### src/rtl/spi_pkg.sv
// Shared types and default opcodes for the SPI flash master.
package spi_pkg;
  localparam logic [7:0] OP_WR = 8'h20;
  localparam logic [7:0] OP_RD = 8'h10;

  typedef enum logic [2:0] {
    ST_IDLE,
    ST_LEAD,
    ST_SHIFT,
    ST_TRAIL,
    ST_GAP,
    ST_WAIT,
    ST_DONE
  } state_e;

  typedef struct packed {
    logic cpol;
    logic cpha;
  } mode_t;
endpackage

### src/rtl/spi_byte_shifter.sv
// One-byte SPI shift engine: half-period divider, 16-edge SCK, SDO out, SDI in.
module spi_byte_shifter
  import spi_pkg::*;
#(
  parameter int HALF_DIV = 5
) (
  input  logic       clk,
  input  logic       rst_n,
  input  logic       load,
  input  logic [7:0] load_byte,
  input  mode_t      mode,
  input  logic       start,
  input  logic       sdi,
  output logic       done,
  output logic       sck,
  output logic       sdo,
  output logic [7:0] rx_byte
);
  logic       active_q, active_d;
  logic [7:0] div_q, div_d;
  logic [3:0] edge_q, edge_d;
  logic       sck_q, sck_d;
  logic [7:0] tx_q, tx_d;
  logic [7:0] rx_q, rx_d;
  logic       tick, sample, shift;

  always_comb begin
    active_d = active_q;
    div_d    = div_q;
    edge_d   = edge_q;
    sck_d    = sck_q;
    tx_d     = tx_q;
    rx_d     = rx_q;
    tick     = active_q && (div_q == 8'd0);
    done     = tick && (edge_q == 4'd15);
    // edge_q even = leading edge; CPHA=0 samples on leading, CPHA=1 on trailing
    sample   = (edge_q[0] == mode.cpha);
    shift    = !sample && (edge_q != 4'd0) && (edge_q != 4'd15);
    if (load) begin
      tx_d  = load_byte;
      sck_d = mode.cpol;
    end
    if (start) begin
      active_d = 1'b1;
      div_d    = 8'(HALF_DIV - 1);
      edge_d   = 4'd0;
    end else if (active_q) begin
      if (tick) begin
        div_d  = 8'(HALF_DIV - 1);
        edge_d = edge_q + 4'd1;
        sck_d  = ~sck_q;
        if (done) active_d = 1'b0;
        if (sample) rx_d = {rx_q[6:0], sdi};
        else if (shift) tx_d = {tx_q[6:0], 1'b0};
      end else begin
        div_d = div_q - 8'd1;
      end
    end
  end

  always_ff @(posedge clk or negedge rst_n) begin
    if (!rst_n) begin
      active_q <= 1'b0;
      div_q    <= 8'd0;
      edge_q   <= 4'd0;
      sck_q    <= 1'b1;
      tx_q     <= 8'd0;
      rx_q     <= 8'd0;
    end else begin
      active_q <= active_d;
      div_q    <= div_d;
      edge_q   <= edge_d;
      sck_q    <= sck_d;
      tx_q     <= tx_d;
      rx_q     <= rx_d;
    end
  end

  assign sck     = sck_q;
  assign sdo     = tx_q[7];
  assign rx_byte = rx_q;
endmodule

### src/rtl/spi_flash_master.sv
// SPI flash master: runs a whole Read or Write-Byte frame from one valid/ready request.
module spi_flash_master #(
  parameter int          ADDR_W   = 16,
  parameter int          NUM_SS   = 1,
  parameter int          HALF_DIV = 5,
  parameter int          GUARD    = 1,
  parameter int          GAP_CYC  = 2,
  parameter int          RD_WAIT  = 50,
  parameter logic [7:0]  OP_WR    = spi_pkg::OP_WR,
  parameter logic [7:0]  OP_RD    = spi_pkg::OP_RD,
  localparam int         SS_W     = (NUM_SS > 1) ? $clog2(NUM_SS) : 1
) (
  input  logic              clk,
  input  logic              rst_n,
  input  logic              req_valid,
  output logic              req_ready,
  input  logic              req_wr,
  input  logic [ADDR_W-1:0] req_addr,
  input  logic [7:0]        req_wdata,
  input  logic [1:0]        req_mode,
  input  logic [SS_W-1:0]   req_ss,
  output logic              rd_valid,
  output logic [7:0]        rd_data,
  output logic              busy,
  output logic              SCK,
  output logic              SDO,
  input  logic              SDI,
  output logic [NUM_SS-1:0] nSS
);
  import spi_pkg::*;

  localparam int         NA       = ADDR_W / 8;
  localparam logic [7:0] LAST     = 8'(NA + 1);
  localparam logic [31:0] GUARD_LD = 32'(GUARD - 1);
  localparam logic [31:0] GAP_LD   = 32'(GAP_CYC * 2 * HALF_DIV - 1);
  localparam logic [31:0] WAIT_LD  = 32'(RD_WAIT * 2 * HALF_DIV - 1);

  state_e              state_q, state_d;
  logic [31:0]         cnt_q, cnt_d;
  logic [7:0]          byte_q, byte_d;
  logic                wr_q, wr_d;
  logic [ADDR_W-1:0]   addr_q, addr_d;
  logic [7:0]          wdata_q, wdata_d;
  mode_t               mode_q, mode_d;
  logic [SS_W-1:0]     ss_q, ss_d;
  logic [NUM_SS-1:0]   nss_q, nss_d;
  logic                rd_valid_q, rd_valid_d;
  logic [7:0]          rd_data_q, rd_data_d;
  logic                sh_load, sh_start, sh_done;
  logic [7:0]          sh_rx;

  // Byte 0 is the opcode, then address MSB byte first, then the data byte.
  function automatic logic [7:0] frame_byte(input int idx, input logic wr,
                                            input logic [ADDR_W-1:0] addr,
                                            input logic [7:0] wdata);
    if (idx == 0) return wr ? OP_WR : OP_RD;
    if (idx <= NA) return 8'(addr >> (8 * (NA - idx)));
    return wr ? wdata : 8'h00;
  endfunction

  always_comb begin
    state_d    = state_q;
    cnt_d      = cnt_q;
    byte_d     = byte_q;
    wr_d       = wr_q;
    addr_d     = addr_q;
    wdata_d    = wdata_q;
    mode_d     = mode_q;
    ss_d       = ss_q;
    rd_valid_d = 1'b0;
    rd_data_d  = rd_data_q;
    sh_load    = 1'b0;
    sh_start   = 1'b0;
    unique case (state_q)
      ST_IDLE: if (req_valid) begin
        wr_d    = req_wr;
        addr_d  = req_addr;
        wdata_d = req_wdata;
        mode_d  = mode_t'(req_mode);
        ss_d    = req_ss;
        byte_d  = 8'd0;
        cnt_d   = GUARD_LD;
        sh_load = 1'b1;
        state_d = ST_LEAD;
      end
      ST_LEAD: if (cnt_q == 32'd0) begin
        sh_start = 1'b1;
        state_d  = ST_SHIFT;
      end else cnt_d = cnt_q - 32'd1;
      ST_SHIFT: if (sh_done) begin
        cnt_d   = GUARD_LD;
        state_d = ST_TRAIL;
      end
      ST_TRAIL: if (cnt_q == 32'd0) begin
        if (byte_q == LAST) state_d = ST_DONE;
        else begin
          byte_d  = byte_q + 8'd1;
          cnt_d   = GAP_LD;
          state_d = ST_GAP;
        end
      end else cnt_d = cnt_q - 32'd1;
      ST_GAP: if (cnt_q == 32'd0) begin
        if (!wr_q && byte_q == LAST) begin
          cnt_d   = WAIT_LD;
          state_d = ST_WAIT;
        end else begin
          cnt_d   = GUARD_LD;
          sh_load = 1'b1;
          state_d = ST_LEAD;
        end
      end else cnt_d = cnt_q - 32'd1;
      ST_WAIT: if (cnt_q == 32'd0) begin
        cnt_d   = GUARD_LD;
        sh_load = 1'b1;
        state_d = ST_LEAD;
      end else cnt_d = cnt_q - 32'd1;
      ST_DONE: begin
        rd_valid_d = !wr_q;
        if (!wr_q) rd_data_d = sh_rx;
        state_d = ST_IDLE;
      end
      default: state_d = ST_IDLE;
    endcase

    nss_d = '1;
    if (state_d == ST_LEAD || state_d == ST_SHIFT || state_d == ST_TRAIL)
      for (int i = 0; i < NUM_SS; i++)
        if (ss_d == SS_W'(i)) nss_d[i] = 1'b0;
  end

  always_ff @(posedge clk or negedge rst_n) begin
    if (!rst_n) begin
      state_q    <= ST_IDLE;
      cnt_q      <= 32'd0;
      byte_q     <= 8'd0;
      wr_q       <= 1'b0;
      addr_q     <= '0;
      wdata_q    <= 8'd0;
      mode_q     <= mode_t'(2'b11);
      ss_q       <= '0;
      nss_q      <= '1;
      rd_valid_q <= 1'b0;
      rd_data_q  <= 8'd0;
    end else begin
      state_q    <= state_d;
      cnt_q      <= cnt_d;
      byte_q     <= byte_d;
      wr_q       <= wr_d;
      addr_q     <= addr_d;
      wdata_q    <= wdata_d;
      mode_q     <= mode_d;
      ss_q       <= ss_d;
      nss_q      <= nss_d;
      rd_valid_q <= rd_valid_d;
      rd_data_q  <= rd_data_d;
    end
  end

  spi_byte_shifter #(.HALF_DIV(HALF_DIV)) u_shifter (
    .clk       (clk),
    .rst_n     (rst_n),
    .load      (sh_load),
    .load_byte (frame_byte(int'(byte_d), wr_d, addr_d, wdata_d)),
    .mode      (mode_d),
    .start     (sh_start),
    .sdi       (SDI),
    .done      (sh_done),
    .sck       (SCK),
    .sdo       (SDO),
    .rx_byte   (sh_rx)
  );

  assign req_ready = (state_q == ST_IDLE);
  assign busy      = (state_q != ST_IDLE);
  assign rd_valid  = rd_valid_q;
  assign rd_data   = rd_data_q;
  assign nSS       = nss_q;
endmodule
### config.mk
export PLATFORM = sky130hd
export DESIGN_NAME = spi_flash_master
export DESIGN_NICKNAME = d
export VERILOG_FILES = /design/src/rtl/spi_pkg.sv /design/src/rtl/spi_byte_shifter.sv /design/src/rtl/spi_flash_master.sv
export SDC_FILE = /design/constraint.sdc
export NUM_CORES = 1
export LEC_CHECK = 0
export BUFFER_PORTS_ARGS = -buffer_cell sky130_fd_sc_hd__buf_2
export CORE_MARGIN = 4
export CORE_UTILIZATION = 50
export DETAILED_ROUTE_END_ITERATION = 6
export PLACE_DENSITY = 0.66
export SKIP_CTS_REPAIR_TIMING = 1
export SLEW_MARGIN = 15
export SYNTH_ARGS = -nofsm -noshare
export SYNTH_HDL_FRONTEND = slang
export SYNTH_SLANG_ARGS = --single-unit
### constraint.sdc
create_clock -name clk -period 4.3 [get_ports clk]
set_input_delay 0.645 -clock clk [delete_from_list [all_inputs] [get_ports clk]]
set_output_delay 0.645 -clock clk [all_outputs]
set_load 0.005 [all_outputs]
## Yosys cells after proc, flatten, opt, wreduce, memory -nomap -nowiden

Index checks and enable logic that the tools add are counted.

| storage, ports and cells | value |
|---|---|
| input bits | 32 |
| bits in registers | 111 |

| operators by class | value |
|---|---|
| muxes and demuxes | 70 |
| order comparisons | 1 |
| equality and inequality tests | 17 |
| reductions and logical operators | 22 |
| shift operators | 1 |
| bitwise operators | 3 |
| $add $sub $neg | 5 |

Operator list:

| kind | count |
|---|---|
| 32-bit 2-to-1 mux | 7 |
| 32-bit case mux with 6 select lines | 1 |
| 8-bit 2-to-1 mux | 19 |
| 32-bit logical NOT | 1 |
| 16-bit 2-to-1 mux | 2 |
| 16-bit by 32-bit right shift with 8-bit output | 1 |
| 32-bit by 1-bit subtractor with 32-bit output (second input constant) | 1 |
| 1-bit 2-to-1 mux | 23 |
| 3-bit 2-to-1 mux | 7 |
| 3-bit case mux with 6 select lines | 1 |
| 8-bit logical NOT | 2 |
| 8-bit case mux with 2 select lines | 1 |
| 3-bit by 2-bit == test with 1-bit output (second input constant) | 4 |
| 4-bit 2-to-1 mux | 3 |
| 3-bit == test (second input constant) | 3 |
| 9-bit 2-to-1 mux | 1 |
| 2-bit by 8-bit subtractor with 9-bit output (first input constant) | 1 |
| 8-bit by 1-bit adder with 8-bit output (second input constant) | 1 |
| 8-bit by 2-bit == test with 1-bit output (second input constant) | 1 |
| 8-bit by 2-bit <= comparator with 1-bit output (second input constant) | 1 |
| 8-bit by 1-bit subtractor with 8-bit output (second input constant) | 1 |
| 3-bit by 1-bit == test with 1-bit output (second input constant) | 2 |
| 2-bit 2-to-1 mux | 3 |
| 6-bit 2-to-1 mux | 1 |
| other kinds (19) | 31 |

## Logic depth before layout (Yosys ltp)

Gate-level depths: netlist (run 1).

| depth | value |
|---|---|
| depth after elaboration | 15 |
| gate-level depth with buffers | 15 |

## Modules after synthesis

From an unflattened synthesis (run 1), not the netlist that was laid out.

| second synthesis, totals | value |
|---|---|
| cell total of the unflattened synthesis | 635 |
| area total of the unflattened synthesis | 5989.5 um^2 |

By module, submodules not included:

| module | times used | area each (um^2) | cells each |
|---|---|---|---|
| spi_flash_master | 1 | 4478.0 | 511 |
| spi_byte_shifter | 1 | 1511.4 | 124 |

## Worst setup path after synthesis (run 1)

No wires, ideal clock.

| timing | value |
|---|---|
| path kind | reg-to-reg |
| start | reg cnt_q[0] |
| end | reg u_shifter.tx_q[5] |
| setup time | 0.104 ns |
| required time | 4.196 ns |
| cell stages (with the launch flop) | 15 |
| path buffers | 2 |
| arrival | 3.345 ns |
| setup slack | 0.852 ns |
| cell sequence | dfrtp_1 > inv_1 > ha_1 > or4b_1 > clkbuf_1 > nor4_2 > nand4_1 > o21ai_2 > inv_1 > ha_1 > o2111ai_1 > and2_1 > buf_6 > nand2_1 > a221oi_1 |

| between the ends | value |
|---|---|
| cells in the longest elaborated chain, start to end | 14 |
| elaborated cells between the ends (all ways) | 23 |
| classes of those cells | 1 x add/sub; 1 x order compare; 1 x shift; 18 x mux; 2 x reduce/logical |

Ends and longest elaborated chain:

| what | RTL line | RTL |
|---|---|---|
| start, declared | spi_flash_master.sv:39 | `logic [31:0] cnt_q, cnt_d;` |
| start signal, assigned | spi_flash_master.sv:146 | `cnt_q <= cnt_d;` |
| 32-bit logical NOT (*) | spi_flash_master.sv:94 | `ST_TRAIL: if (cnt_q == 32'd0) begin` |
| 8-bit 2-to-1 mux (*) | spi_flash_master.sv:94 |  |
| 8-bit case mux with 2 select lines (*) | spi_flash_master.sv:74 | `unique case (state_q)` |
| via byte_d[0] | spi_flash_master.sv:40 | `logic [7:0] byte_q, byte_d;` |
| 2-bit by 8-bit subtractor with 9-bit output / 8-bit by 2-bit <= comparator with 1-bit output (equally long branches) | spi_flash_master.sv:57 | `if (idx <= NA) return 8'(addr >> (8 * (NA - idx)));` |
| 16-bit by 32-bit right shift with 8-bit output / 1-bit 2-to-1 mux (equally long branches) | spi_flash_master.sv:57 |  |
| 8-bit 2-to-1 mux / 1-bit 2-to-1 mux (equally long branches) | spi_flash_master.sv:57 |  |
| 8-bit 2-to-1 mux | spi_flash_master.sv:58 | `return wr ? wdata : 8'h00;` |
| 8-bit 2-to-1 mux (*) | spi_flash_master.sv:57 |  |
| 8-bit 2-to-1 mux (*) | spi_byte_shifter.sv:39 | `if (load) begin` |
| 8-bit 2-to-1 mux | spi_byte_shifter.sv:54 | `else if (shift) tx_d = {tx_q[6:0], 1'b0};` |
| 8-bit 2-to-1 mux | spi_byte_shifter.sv:53 | `if (sample) rx_d = {rx_q[6:0], sdi};` |
| 8-bit 2-to-1 mux | spi_byte_shifter.sv:48 | `if (tick) begin` |
| 8-bit 2-to-1 mux | spi_byte_shifter.sv:47 | `end else if (active_q) begin` |
| 8-bit 2-to-1 mux (*) | spi_byte_shifter.sv:43 | `if (start) begin` |
| via u_shifter.tx_d[5] | spi_byte_shifter.sv:23 | `logic [7:0] tx_q, tx_d;` |
| end signal, assigned | spi_byte_shifter.sv:74 | `tx_q <= tx_d;` |
| end, declared | spi_byte_shifter.sv:23 |  |

Mark *: on every way through the listed nets, which the timed path passes. The rest lies on a longest branch. The select of a mux whose other input is x is not followed.
A chain may end at the register's enable or synchronous reset.

## Final worst setup path (run 1)

| timing | value |
|---|---|
| start | reg cnt_q[0] |
| end | reg u_shifter.tx_q[7] |

Same word-level chain as after synthesis.

==> summary.md, run 1 <==
| Metric | Value |
|---|---|
| Worst min path class | input port to async pin |
| Clock sinks | between 100 and 150 |
| Commonest non-fill, non-tap cell in the layout | nand2_1 |
| Post-synth ARST share | 1.000 |
| Synth cell types | 60 |
| Ant. Diodes | 0 |
| DR vias | 4823 |
| Remaining DRCs | 0 |
| RSZ-0062 raised after global routing | false |
| Sw Ratio | 0.3828 |
| CTS clock-pin slew for the worst setup and hold paths | roughly 0.08 ns |
| Slew Viols, Final | 0 |
| Relative slew margins | 0.3476 |
| Post-Syn Nets | ~680 |
| Initial core utilization | 0.5217 |
| Comb pwr share | 0.325 |
| Overall Power | 3.753 mW |
| Crit path max fanout | 7 |
| Clock skew | between 0.009 and 0.01 ns |
| CTS buffer count | 9 |
| Via density | approximately 6 |
| Nets | around 720 |
| Area delta synth->final | 12.11% |
| Core Footprint | around 11000 sq um |
| Drt initial violations | between 400 and 500 |
| Die Ht | 115.3 microns |
| First-pass GRT wire length | 22880 microns |
| Ys Warns | 0 |
| Gr usage total | 0.2147 |
| Layout cells sized above 1 | 0.1684 |
| Drt wl/cell | roughly 16 microns |
| Final Instance Area | ~6500 sq um |
| WS Path Type | register to register |
| Pleak | between 3 and 4 nW |
| Clk root buf | clkbuf_16 |
| Largest net degree at the start of global routing | slightly below 80 |
| Layer with the highest usage | met2 |
| Clk pwr share | 0.217 |
| WP data required | 4.56 ns |
| CTS max path bufs | 2 |
| Most frequent cells in the layout | nand2_1, dfrtp_1, nor2_1 |
| Pint | 2.317 mW |
| Worst Setup Start Kind | register |
| Vias in the first global route | between 4000 and 5000 |
| Status | complete, no violations |
| Met2 global-route usage | 0.3287 |
| Port Buf Inserts | 45 |
| Latest clock arrival within the worst-skew pair | approximately 0.36 ns |
| Final Hold Fails | 0 |
| Max H-tree Level | 3 |
| Drt total wl | around 13000 microns |
| Synth Cell Area | ~5800 sq um |
| Final period utilization | 0.9044 |
| Sequential power share | 0.458 |
| Switch Pwr | ~1.4 mW |
| Initial antenna violation count | 0 |
| Worst EP arrival | just over 4 ns |
| Row count | 38 |
| Filler cell count | roughly 1000 |
| F_max | about 260 MHz |
| FF+latch count, synth | 111 |
| CTS tree | built |
| Slew @ Worst Pin | approximately 0.98 ns |
| ANT nets after route | 0 |
| Max VDD drop | between 0.0004 and 0.0005 V |
| Top FF cell, synth | dfrtp_1 |
| GRT met1 Usage | 0.3025 |
| Power Density | 581.8 nW/um^2 |
| Max Cap Violations | 0 |
| Tmin final | 3.889 ns |
| Die area | about 13000 sq um |
| Grt total ovfl | 0 |
| IO Pins | 46 |
| EDFF count, synth | 0 |
| Placed instance area | a little over 6000 sq um |
| Width of the die | about 120 microns |
| Syn Inst Count | ~640 |
| DP Wirelength | around 9300 microns |
| Router iterations before antenna repair | 5 |
| Setup violations, final | 0 |
| Setup TNS | 0 ns |
| Crit. End Element | register |
| Syn Area/Cell | 9.062 sq um |
| Seq/Total Area, Yosys | 0.4836 |
| Routability cong. | 0.9060 |
| Met3 Use GR | 0.05000 |
final cells by class:
| cell class | count | area, sq um | area share |
|---|---|---|---|
| Tap cell | 140 | 175.2 | 0.02715 |
| Multi-Input combinational cell | 478 | 2800 | 0.4341 |
| Sequential cell | 111 | 2783 | 0.4313 |
| Timing Repair Buffer | 60 | 340.3 | 0.05275 |
| Inverter | 18 | 67.56 | 0.01047 |
| Clock inverter | 7 | 60.06 | 0.009310 |
| Clock buffer | 9 | 225.2 | 0.03491 |
metal layers:
| metal | share of wire | up-vias |
|---|---|---|
| li1 | - | 2337 |
| met1 | 0.48 | 2326 |
| met2 | 0.45 | 146 |
| met3 | 0.056 | 14 |
| met4 | 0.014 | 0 |
| met5 | 0 | - |
kinds of logic after synthesis:
logic type	count (synthesis)	synth area share
and+or+nand+nor	290	0.2372
muxes	32	0.06045
adders and majority gates	8	0.01740
buffers and inverters	46	0.03305
DFF	111	0.4836
xor gates and xnor gates	14	0.02131
AOI/OAI and AO/OA	134	0.1470
power by group through the flow:
stage,clock [mW],combinational (mW),sequential (mW)
floorplan,0,0.962,1.64
global placement,0,1.19,1.71
detailed placement,0,1.22,1.72
CTS,0.838,1.22,1.71
global route,0.884,1.41,1.78
finish,0.814,1.22,1.72
critical path, cell delays in order (launching register included):
cell and delay [ns]:
dfrtp_1 0.43, inv_1 0.11, ha_1 0.23, or4b_1 0.59
nor4_2 0.47, nand4_1 0.36, nand3_1 0.19, o21a_1 0.17
inv_1 0.07, ha_1 0.20, o2111ai_1 0.23, and2_1 0.35
a221oi_1 0.15, a211oi_1 0.26
synth_stat cells (8+ instances only):
cell | count | area (sq um)
xnor2_1 | 10 | 87.58
nor4_1 | 8 | 50.05
nor3_1 | 26 | 130.1
a21oi_1 | 23 | 115.1
ha_1 | 8 | 100.1
mux2i_1 | 10 | 100.1
o31ai_1 | 13 | 97.59
nor2_1 | 67 | 251.5
nand3_1 | 13 | 65.06
mux2_2 | 22 | 247.7
o21ai_0 | 49 | 245.2
nand2_1 | 118 | 442.9
or3_1 | 8 | 50.05
a211oi_1 | 9 | 67.56
clkbuf_1 | 21 | 78.83
inv_1 | 18 | 67.56
dfrtp_1 | 107 | 2678
nand4_1 | 10 | 62.56
per-stage QoR:
stage	setup slack, ns	utilization	hold WS [ns]	instances
global route	0.03342	0.5848	0.4831	823
floorplan	0.8516	-	0.3494	635
global placement	0.6510	0.5564	0.4489	804
detailed placement	0.4498	0.5564	0.4546	804
finish	0.4110	0.5848	0.4402	823
CTS	0.4184	0.5822	0.4739	820
path summary, 6_finish.rpt:
check	startpoint	to	slack (ns)	cells after the start
max	cnt_q[0]$_DFFE_PN0P_	u_shifter.tx_q[7]$_DFF_PN0_	0.41	13
min	rst_n	cnt_q[19]$_DFFE_PN0P_	0.44	1
max reg2reg	cnt_q[0]$_DFFE_PN0P_	u_shifter.tx_q[7]$_DFF_PN0_	0.41	13
min reg2reg	addr_q[11]$_DFF_PN0_	addr_q[11]$_DFF_PN0_	0.47	2
max in group asynchronous	rst_n	u_shifter.edge_q[2]$_DFFE_PN0P_	3.03	2
min in group clk	addr_q[11]$_DFF_PN0_	addr_q[11]$_DFF_PN0_	0.47	2
registers in the layout, summed over array words and instances (netlist names), 8 cells and up:
register           cells
u_shifter.tx_q         8
u_shifter.div_q        8
addr_q                16
byte_q                 8
cnt_q                 32
rd_data                8
u_shifter.rx_byte      8
wdata_q                8
Note: power is estimated with default switching activity, not from simulation.
==> run 2: changes to the inputs <==
--- a/config.mk
+++ b/config.mk
@@ -5,11 +5,13 @@
 export SDC_FILE = /design/constraint.sdc
 export NUM_CORES = 1
 export LEC_CHECK = 0
+export ABC_AREA = 1
 export BUFFER_PORTS_ARGS = -buffer_cell sky130_fd_sc_hd__buf_2
+export CORE_ASPECT_RATIO = 1.75
 export CORE_MARGIN = 4
 export CORE_UTILIZATION = 50
 export DETAILED_ROUTE_END_ITERATION = 6
-export PLACE_DENSITY = 0.66
+export PLACE_DENSITY = 0.79
 export SKIP_CTS_REPAIR_TIMING = 1
 export SLEW_MARGIN = 15
 export SYNTH_ARGS = -nofsm -noshare
==> run 2 against run 1 <==
Compared with the run above: setup slack improved by 0.76 ns; critical path depth increased by 3; wire length increased by 1.7%.
==> summary.md, run 2 <==
| Metric | Value |
|---|---|
| Via density | 5.141 |
| Leading registers by flop count | cnt_q: 32 flops, addr_q: 16 flops |
| Drt total wl | about 13000 microns |
| Port Buf Inserts | 45 |
| Final period utilization | 0.7280 |
| Max Cap Violations | 0 |
| Pint | approximately 1.6 mW |
| Sequential power share | 0.521 |
| Post-synth ARST share | 1.000 |
| Drt wl/cell | approximately 13 microns |
| Synth area leaders | dfrtp_1, nand2_1, nor2_1 |
| Latest clock arrival within the worst-skew pair | about 0.35 ns |
| Filler cell count | between 1000 and 1500 |
| CTS max path bufs | 2 |
| Crit. End Element | register |
| Setup TNS | 0 ns |
| Synth cell count leaders | nand2_1, nor2_1, dfrtp_1 |
| RSZ-0062 raised after global routing | false |
| FF+latch count, synth | between 100 and 150 |
| Relative slew margins | 0.5913 |
| Synth Cell Area | 6105 sq um |
| Router iterations before antenna repair | 5 |
| Power Density | roughly 300 nW/um^2 |
| Pleak | approximately 3.6 nW |
| Nets | roughly 900 |
| Largest net degree at the start of global routing | 51 |
| Initial core utilization | 0.5086 |
| Slew @ Worst Pin | just over 0.6 ns |
| Clk root buf | clkbuf_16 |
| Worst min path class | input port to async pin |
| Die area | about 14000 sq um |
| Comb pwr share | 0.031 |
| Ys Warns | 0 |
| Tmin final | 3.130 ns |
| Post-Syn Nets | 856 |
| Gr usage total | 0.1998 |
| IO Pins | 46 |
| WS Path Type | register to register |
| Worst Setup Start Kind | register |
| CTS buffer count | 9 |
| Max H-tree Level | 3 |
| DR vias | about 5300 |
| Commonest non-fill, non-tap cell in the layout | nand2_1 |
| Max FFs per register | 32 |
| Syn Area/Cell | around 7.5 sq um |
| EDFF count, synth | 0 |
| WP data required | 4.58 ns |
| CTS clock-pin slew for the worst setup and hold paths | approximately 0.08 ns |
| Synth cell types | 44 |
| Most frequent cell after synthesis | nand2_1 |
| First-pass GRT wire length | about 23000 microns |
| Seq/Total Area, Yosys | 0.4558 |
| Drt initial violations | between 200 and 300 |
| Setup violations, final | 0 |
| F_max | 319.5 MHz |
| Remaining DRCs | 0 |
| Die Ht | ~150 microns |
| Grt total ovfl | 0 |
| Max VDD drop | between 0.00015 and 0.0002 V |
| Register with the most flip-flops | cnt_q |
| Final Hold Fails | 0 |
| Worst EP arrival | around 3.4 ns |
| Clock sinks | 111 |
| Clock skew | 0.008603 ns |
| Area delta synth->final | 12.36% |
| Status | complete, no violations |
| Ant. Diodes | 0 |
| Vias in the first global route | roughly 5200 |
| DP Wirelength | roughly 10000 microns |
| Cell taking the most area after synthesis | dfrtp_1 |
| Top cell type's share of synthesized area | 0.4386 |
| Switch Pwr | 0.4865 mW |
| Most frequent cells in the layout | nand2_1, nor2_1, dfrtp_1 |
| Overall Power | ~2.0 mW |
| Clk pwr share | 0.447 |
| Layout cells sized above 1 | 0.1438 |
| Slew Viols, Final | 0 |
| Syn Inst Count | around 800 |
| Top FF cell, synth | dfrtp_1 |
| Initial antenna violation count | 0 |
| Sw Ratio | 0.2376 |
| Row count | 53 |
| Final Util | 0.5715 |
| ANT nets after route | 0 |
| Routability cong. | roughly 0.93 |
| Crit path max fanout | 16 |
| Width of the die | 91.53 microns |
| CTS tree | built |
| Core Footprint | about 12000 sq um |
==> run 2: cell types whose count changed after synthesis, moves of 9 or more <==
cell	change
clkbuf_1	-14
inv_1	+71
inv_2	+11
mux2_2	-22
mux2i_1	-9
nand2_1	+115
nand2_2	+9
nand3_1	+22
nor2_1	+41
nor2_2	+14
nor3_1	-11
==> run 2: layer usage <==
| layer | global-route usage | routed length (microns) | up-vias |
|---|---|---|---|
| met5 | 0 | 0 | - |
| met4 | 0.1050 | 586 | 0 |
| met3 | 0.02871 | 347 | 42 |
| met2 | 0.3607 | 7234 | 105 |
| met1 | 0.2243 | 5322 | 2483 |
| li1 | - | - | 2686 |
==> run 2: final timing paths <==
path / startpoint / endpoint / slack, ns / depth (start not counted)
worst max register to register: byte_q[1]$_DFF_PN0_ / u_shifter.tx_q[7]$_DFF_PN0_ / 1.17 / 16
worst min-delay path: rst_n / u_shifter.div_q[1]$_DFFE_PN0P_ / 0.19 / 1
worst min register to register: addr_q[11]$_DFF_PN0_ / addr_q[11]$_DFF_PN0_ / 0.47 / 2
min in group clk: addr_q[11]$_DFF_PN0_ / addr_q[11]$_DFF_PN0_ / 0.47 / 2
worst max-delay path: byte_q[1]$_DFF_PN0_ / u_shifter.tx_q[7]$_DFF_PN0_ / 1.17 / 16
max in group asynchronous: rst_n / byte_q[5]$_DFF_PN0_ / 3.18 / 2
==> run 2: area by class of cell <==
cell class | instances | area (sq um) | area share
multi-input cells | 591 | 2890 | 0.4214
clock inverters | 7 | 110.1 | 0.01605
well taps | 165 | 206.4 | 0.03010
inverters | 101 | 379.1 | 0.05527
clock buffers | 9 | 225.2 | 0.03283
repair buffers | 50 | 265.3 | 0.03867
flip-flops and latches | 111 | 2783 | 0.4057
==> run 2: logic make-up (layout without fill, tap and decap cells) <==
family                     count (synthesis)  in the layout  synth area share
DFF                                      111            111            0.4558
adders and majority gates                  8              8           0.01640
muxes                                      1              1          0.001640
AOI/OAI and AO/OA                        109            109           0.09900
buffers and inverters                    114            167           0.07112
and+or+nand+nor                          455            455            0.3302
xor gates and xnor gates                  18             18           0.02582
==> run 2: worst max-delay path, cell delays in order, from the launching register on <==
cell and delay, ns:
dfrtp_1 0.43, ha_1 0.29, nor3b_1 0.28, nand2_1 0.21
nand2_1 0.11, nand2_1 0.07, nand2_1 0.07, nand2_1 0.05
nand2_2 0.23, inv_1 0.20, ha_1 0.44, o21ai_0 0.12
nor2_1 0.12, nand2_1 0.07, nand2_1 0.10, nand3_1 0.11
a21oi_1 0.14
==> run 2: power groups by stage <==
stage	sequential, mW	combinational (mW)	clock (mW)
after CTS	1.07	0.0664	0.933
after floorplan	1.09	0.0227	0
after detailed placement	1.09	0.0660	0
after global placement	1.09	0.0651	0
final	1.07	0.0642	0.916
after global routing	1.07	0.0760	0.976
==> run 2: through the flow <==
| step | setup slack, ns | area (sq um) | hold slack [ns] | instances |
|---|---|---|---|---|
| floorplan | 1.770 | 6105 | 0.3494 | 816 |
| global placement | 1.277 | 6524 | 0.4480 | 1018 |
| detailed placement | 1.238 | 6524 | 0.4535 | 1018 |
| CTS | 1.198 | 6859 | 0.1896 | 1034 |
| global route | 0.8897 | 6859 | 0.2046 | 1034 |
| finish | 1.170 | 6859 | 0.1904 | 1034 |
